## src/rtl/riscv_pkg.sv

```systemverilog
// riscv_pkg: opcodes, ALU control codes and immediate formats shared by the decode stage.
package riscv_pkg;
    localparam logic [6:0] OP_R     = 7'b0110011;
    localparam logic [6:0] OP_I     = 7'b0010011;
    localparam logic [6:0] OP_LOAD  = 7'b0000011;
    localparam logic [6:0] OP_S     = 7'b0100011;
    localparam logic [6:0] OP_BR    = 7'b1100011;
    localparam logic [6:0] OP_JAL   = 7'b1101111;
    localparam logic [6:0] OP_JALR  = 7'b1100111;
    localparam logic [6:0] OP_LUI   = 7'b0110111;
    localparam logic [6:0] OP_AUIPC = 7'b0010111;

    localparam logic [3:0] ALU_ADD    = 4'd0;
    localparam logic [3:0] ALU_SUB    = 4'd1;
    localparam logic [3:0] ALU_SLL    = 4'd2;
    localparam logic [3:0] ALU_SLT    = 4'd3;
    localparam logic [3:0] ALU_SLTU   = 4'd4;
    localparam logic [3:0] ALU_XOR    = 4'd5;
    localparam logic [3:0] ALU_SRL    = 4'd6;
    localparam logic [3:0] ALU_SRA    = 4'd7;
    localparam logic [3:0] ALU_OR     = 4'd8;
    localparam logic [3:0] ALU_AND    = 4'd9;
    localparam logic [3:0] ALU_PASS_B = 4'd10;

    typedef enum logic [2:0] {IMM_NONE, IMM_I, IMM_S, IMM_B, IMM_U, IMM_J} imm_type_e;

    // instr[30] selects SUB only for register-register ops; SRA/SRAI both use it
    function automatic logic [3:0] alu_from_func3(input logic [2:0] f3, input logic alt, input logic is_r);
        case (f3)
            3'd0:    return (alt && is_r) ? ALU_SUB : ALU_ADD;
            3'd1:    return ALU_SLL;
            3'd2:    return ALU_SLT;
            3'd3:    return ALU_SLTU;
            3'd4:    return ALU_XOR;
            3'd5:    return alt ? ALU_SRA : ALU_SRL;
            3'd6:    return ALU_OR;
            default: return ALU_AND;
        endcase
    endfunction
endpackage

```

## src/rtl/regfile_2r1w.sv

```systemverilog
// regfile_2r1w: two async read ports, one sync write port, x0 reads zero, optional WB bypass.
module regfile_2r1w #(
    parameter int XLEN      = 32,
    parameter int NREGS     = 32,
    parameter int WB_BYPASS = 1,
    localparam int AW       = $clog2(NREGS)
) (
    input  logic            clk,
    input  logic            rst,
    input  logic [AW-1:0]   ra1,
    input  logic [AW-1:0]   ra2,
    output logic [XLEN-1:0] rd1,
    output logic [XLEN-1:0] rd2,
    input  logic            we,
    input  logic [AW-1:0]   wa,
    input  logic [XLEN-1:0] wd
);
    logic [XLEN-1:0] mem [NREGS];
    logic            wr;

    assign wr  = we && wa != '0;
    assign rd1 = ra1 == '0 ? '0 : (WB_BYPASS != 0 && wr && wa == ra1) ? wd : mem[ra1];
    assign rd2 = ra2 == '0 ? '0 : (WB_BYPASS != 0 && wr && wa == ra2) ? wd : mem[ra2];

    always_ff @(posedge clk) begin
        if (rst) begin
            for (int i = 0; i < NREGS; i++) mem[i] <= '0;
        end else if (wr) begin
            mem[wa] <= wd;
        end
    end
endmodule

```

## src/rtl/id_stage_pipe.sv

```systemverilog
// id_stage_pipe: decode stage with register file, load-use interlock and ID/EX pipeline register.
module id_stage_pipe
    import riscv_pkg::*;
#(
    parameter int XLEN       = 32,
    parameter int NREGS      = 32,
    parameter int ALU_CTRL_W = 4,
    parameter int WB_BYPASS  = 1,
    localparam int REG_AW    = $clog2(NREGS)
) (
    input  logic                  clk,
    input  logic                  rst,
    input  logic                  if_valid,
    input  logic [31:0]           if_instr,
    input  logic [XLEN-1:0]       if_pc,
    output logic                  id_ready,
    input  logic                  flush,
    input  logic                  ex_ready,
    input  logic                  wb_we,
    input  logic [REG_AW-1:0]     wb_rd,
    input  logic [XLEN-1:0]       wb_data,
    output logic                  id_valid,
    output logic [XLEN-1:0]       id_pc,
    output logic [XLEN-1:0]       id_rs1_data,
    output logic [XLEN-1:0]       id_rs2_data,
    output logic [REG_AW-1:0]     id_rs1,
    output logic [REG_AW-1:0]     id_rs2,
    output logic [REG_AW-1:0]     id_rd,
    output logic [XLEN-1:0]       id_imm,
    output logic [6:0]            id_opcode,
    output logic [2:0]            id_func3,
    output logic [ALU_CTRL_W-1:0] id_alu_ctrl,
    output logic                  id_reg_write,
    output logic                  id_mem_read
);
    logic [6:0]        opcode;
    logic [2:0]        func3;
    logic [REG_AW-1:0] rs1, rs2, rd;
    logic [XLEN-1:0]   rs1_data, rs2_data, imm;
    logic [31:0]       imm32;
    logic [3:0]        alu;
    imm_type_e         imm_type;
    logic              known, reg_write, use_rs1, use_rs2, adv, luh;

    assign opcode = if_instr[6:0];
    assign func3  = if_instr[14:12];
    assign rd     = REG_AW'(if_instr[11:7]);
    assign rs1    = REG_AW'(if_instr[19:15]);
    assign rs2    = REG_AW'(if_instr[24:20]);

    regfile_2r1w #(.XLEN(XLEN), .NREGS(NREGS), .WB_BYPASS(WB_BYPASS)) u_rf (
        .clk(clk), .rst(rst),
        .ra1(rs1), .ra2(rs2), .rd1(rs1_data), .rd2(rs2_data),
        .we(wb_we), .wa(wb_rd), .wd(wb_data)
    );

    always_comb begin
        imm_type = IMM_NONE;
        alu      = ALU_ADD;
        known    = 1'b1;
        case (opcode)
            OP_R:             alu = alu_from_func3(func3, if_instr[30], 1'b1);
            OP_I:             begin imm_type = IMM_I; alu = alu_from_func3(func3, if_instr[30], 1'b0); end
            OP_LOAD, OP_JALR: imm_type = IMM_I;
            OP_S:             imm_type = IMM_S;
            OP_BR:            begin imm_type = IMM_B; alu = ALU_SUB; end
            OP_JAL:           imm_type = IMM_J;
            OP_LUI:           begin imm_type = IMM_U; alu = ALU_PASS_B; end
            OP_AUIPC:         imm_type = IMM_U;
            default:          known = 1'b0;
        endcase
    end

    assign imm32 = imm_type == IMM_I ? {{20{if_instr[31]}}, if_instr[31:20]}
                 : imm_type == IMM_S ? {{20{if_instr[31]}}, if_instr[31:25], if_instr[11:7]}
                 : imm_type == IMM_B ? {{19{if_instr[31]}}, if_instr[31], if_instr[7], if_instr[30:25], if_instr[11:8], 1'b0}
                 : imm_type == IMM_U ? {if_instr[31:12], 12'b0}
                 : imm_type == IMM_J ? {{11{if_instr[31]}}, if_instr[31], if_instr[19:12], if_instr[20], if_instr[30:21], 1'b0}
                 : '0;
    assign imm       = XLEN'($signed(imm32));
    assign reg_write = known && opcode != OP_S && opcode != OP_BR && rd != '0;
    assign use_rs1   = !(opcode inside {OP_JAL, OP_LUI, OP_AUIPC});
    assign use_rs2   = opcode inside {OP_R, OP_S, OP_BR};

    // a load in ID/EX cannot forward to the instruction decoded right behind it
    assign adv      = ex_ready || !id_valid;
    assign luh      = id_valid && id_mem_read && id_rd != '0
                   && ((use_rs1 && rs1 == id_rd) || (use_rs2 && rs2 == id_rd));
    assign id_ready = flush || (adv && !luh);

    always_ff @(posedge clk) begin
        if (rst) begin
            id_valid     <= 1'b0;
            id_pc        <= '0;
            id_rs1_data  <= '0;
            id_rs2_data  <= '0;
            id_rs1       <= '0;
            id_rs2       <= '0;
            id_rd        <= '0;
            id_imm       <= '0;
            id_opcode    <= '0;
            id_func3     <= '0;
            id_alu_ctrl  <= '0;
            id_reg_write <= 1'b0;
            id_mem_read  <= 1'b0;
        end else if (flush || (adv && luh)) begin
            id_valid <= 1'b0;
        end else if (adv) begin
            id_valid     <= if_valid;
            id_pc        <= if_pc;
            id_rs1_data  <= rs1_data;
            id_rs2_data  <= rs2_data;
            id_rs1       <= rs1;
            id_rs2       <= rs2;
            id_rd        <= rd;
            id_imm       <= imm;
            id_opcode    <= opcode;
            id_func3     <= func3;
            id_alu_ctrl  <= ALU_CTRL_W'(alu);
            id_reg_write <= reg_write;
            id_mem_read  <= opcode == OP_LOAD;
        end
    end
endmodule

```

## config.mk

```make
export PLATFORM = sky130hd
export DESIGN_NAME = id_stage_pipe
export DESIGN_NICKNAME = d
export VERILOG_FILES = /design/src/rtl/riscv_pkg.sv /design/src/rtl/regfile_2r1w.sv /design/src/rtl/id_stage_pipe.sv
export SDC_FILE = /design/constraint.sdc
export NUM_CORES = 2
export LEC_CHECK = 0
export BUFFER_PORTS_ARGS = -buffer_cell sky130_fd_sc_hd__clkbuf_2
export CORE_MARGIN = 2
export CORE_UTILIZATION = 30
export DETAILED_ROUTE_END_ITERATION = 16
export PLACE_DENSITY = 0.55
export SLEW_MARGIN = 30
export SYNTH_ARGS = -nofsm -noshare
export SYNTH_HDL_FRONTEND = slang
export SYNTH_HIERARCHICAL = 1
export SYNTH_SLANG_ARGS = --single-unit
```

## constraint.sdc

```tcl
create_clock -name clk -period 3.85 [get_ports clk]
set_input_delay 0.5775 -clock clk [delete_from_list [all_inputs] [get_ports clk]]
set_output_delay 0.5775 -clock clk [all_outputs]
set_load 0.05 [all_outputs]
```

==> metrics.yaml <==
power.density_nw_per_um2: 450
skew_ns: 0.0252
cts_root_buf: "clkbuf_16"
cts_resized: 0
hpwlAfterDp_um: 160000
power_mw: 33.0
overflow: 0
drt-total-wl_um: 246000
outcome: "complete, no violations"
synthArstFlopShare_pct: 0
cts_setup_buffers: 0
hold_buffers: 35
cp-start-kind: "flop"
die_area_sq_um: 213000
cap_violations: 0
first_global_vias: 42900
combPwrFrac_pct: 14.7
stdcell_area_sq_um: 73300
grt_use_total_pct: 22.6
boundaryPins: 268
rsz0062_at_grt: "no"
numPortBuffers: 267
grt_max_degree: 104
critical_path.max_stage_delay_ns: 0.55
period_minus_slack_ns: 3.21
synth_common_cells: "edfxtp_1, and2_1, mux2i_1"
vias: 44000
path_buf_inv: 2
internal_power_mw: 23.9
cts_sinks: 1184
hold_violations: 0
yosys-top-cells-area: "edfxtp_1, mux4_2, and2_1, mux2i_1, dfxtp_1"
leakagePower_nw: 26.8
worst_slew_pin_slew_ns: 0.910
grt_pass1_wl_um: 340000
yosysTopAreaCellShare_pct: 49.0
multiInputGateArea_sq_um: 26800
clock.fmax_mhz: 312
rows: 167
drtIter0Drc: 5572
nets: 5070
die_w_um: 461
clk_latency_ns: 0.79
path_clk_slew_ns: 0.06
worst_setup_path_end_kind: "output port"
timing.final.crit_share_pct: 83.4
seq_power_share_pct: 45.9
arrival_ns: 2.63
clkPwrFrac_pct: 39.4
maxSlewViolCount: 0
peakVddDrop_mv: 0.488
worst-path-max-fanout: 5
postSynthAreaPerCell_sq_um: 13.3
vias_per_cell: 5.60
core_area_sq_um: 207000
place.gp.congestion: 0.904
yosys_warnings: 6
swShare_pct: 27.5
p_sw_mw: 9.07
slew_headroom_pct: 39.3
setup_tns_ns: 0
drtAntennaViolNets: 0
worst_hold_slack_ns: 0.0536
register_area_sq_um: 34000
synth_edf_count: 1024
tritoncts: "done"
yosysUniqueCellTypes: 85
drt-pass1-iter-count: 5
finalSetupViolCount: 0
initial_core_util_pct: 30.3
drc: 0
ys_ff_latch: 1184
r2r_slack_ns: 1.30
synth_area_sq_um: 62800
synth_area_leader_cell: "edfxtp_1"
synth_most_common_cell: "edfxtp_1"
die_h_um: 461
ys_seq_area_share_pct: 54.1
area_delta_synth_final_pct: 16.7
cts_buffer_depth: 3
synthCells: 4715
fillCellCount: 19900
numCtsBuffers: 133
placedInstanceArea_sq_um: 68500
ys.flop_type: "edfxtp_1"
path_delay_family: "simple AND/OR/NAND/NOR gates"
antenna_found_initial: 20
drive_gt1_share_pct: 24.3
min_path_type: "in -> reg"
ctsHtreeMaxLevel: 4
critical_path_class: "reg -> out"
slowest_stage: "dfxtp_1"
wl_per_cell_um: 31.2
cp.required_ns: 3.27
crit_chain: "xnor2_1 > nand3_1 > nor3_1 > buf_4 > o211ai_1 > or2_2 > clkbuf_2"
## per-layer routing
| metal | vias up | track usage (%) | share of wire (%) |
|---|---|---|---|
| met1 | 22600 | 29.8 | 40 |
| li1 | 18200 | - | - |
| met4 | 12 | 9.99 | 4.5 |
| met3 | 513 | 5.41 | 11 |
| met5 | - | 0 | 0.032 |
| met2 | 2740 | 35.3 | 45 |
## state kept, by name, indices dropped and copies added, names as in the netlist
name and flops:
id_imm 32, id_opcode 7, id_reg_write 1, id_valid 1, id_rd 5, id_rs2 5, u_rf/mem 1024, id_rs1 5
id_mem_read 1, id_rs1_data 32, id_pc 32, id_rs2_data 32, id_func3 3, id_alu_ctrl 4
## tightest hold or removal path, delay by kind of cell
family	cells	cell delay [ns]
buffers and inverters	1	0.08
muxes	1	0.08
and+or+nand+nor	1	0.04
## power groups by stage
stage               Sequential (mW)  Combinational (mW)  Clock, mW
floorplan                      15.7                2.44          0
global placement               15.4                4.71          0
detailed placement             15.4                4.72          0
CTS                            15.1                4.76       13.2
global route                   15.2                4.99       13.6
finish                         15.1                4.84       13.0
## kinds of logic after synthesis
| kind of cell | after synthesis | share of synthesized area [%] |
|---|---|---|
| and+or+nand+nor | 1609 | 14.2 |
| DFF | 1184 | 54.1 |
| muxes | 866 | 21.3 |
| AOI/OAI and AO/OA | 537 | 6.36 |
| buffers and inverters | 498 | 3.79 |
| xor gates and xnor gates | 20 | 0.279 |
| other | 1 | 0.00597 |
## final timing paths
kind / from / end / cells past startpoint
max: id_rd[3] / id_ready / 7
min: if_pc[7] / id_pc[7] / 3
max reg2reg: id_rd[4] / id_imm[29] / 5
min reg2reg: id_imm[30] / id_imm[30] / 2
## final cells by class
cell class | instances | share of cell area, %
sequential | 1184 | 46.3
inverter | 13 | 0.0769
timing repair buffer | 567 | 6.22
antenna | 7 | 0.0239
tap | 2788 | 4.76
clock buffer | 189 | 5.20
clock inverter | 55 | 0.775
multi-input combinational | 3064 | 36.6
## cell usage in the layout (no fill, tap or decap), drive strengths merged, types with 37 or more instances in the layout
cell,count
clkbuf,447
and2,964
nand2,404
or2,37
dfxtp,160
mux2i,464
a22oi,71
mux4,367
buf,274
a32o,39
o22ai,37
nor3,47
edfxtp,1024
nor2,62
a211oi,82
a21oi,113
## stage by stage
| stage | util [%] | cells | setup slack [ns] |
|---|---|---|---|
| 4_1_cts | 35.3 | 7860 | 0.614 |
| 3_3_place_gp | 33.0 | 7581 | 0.392 |
| 2_1_floorplan | - | 4746 | 1.32 |
| 5_1_grt | 35.3 | 7864 | 0.535 |
| 6_report | 35.3 | 7867 | 0.641 |
| 3_5_place_dp | 33.0 | 7581 | 0.443 |
Power figures use the tool's default switching activity.
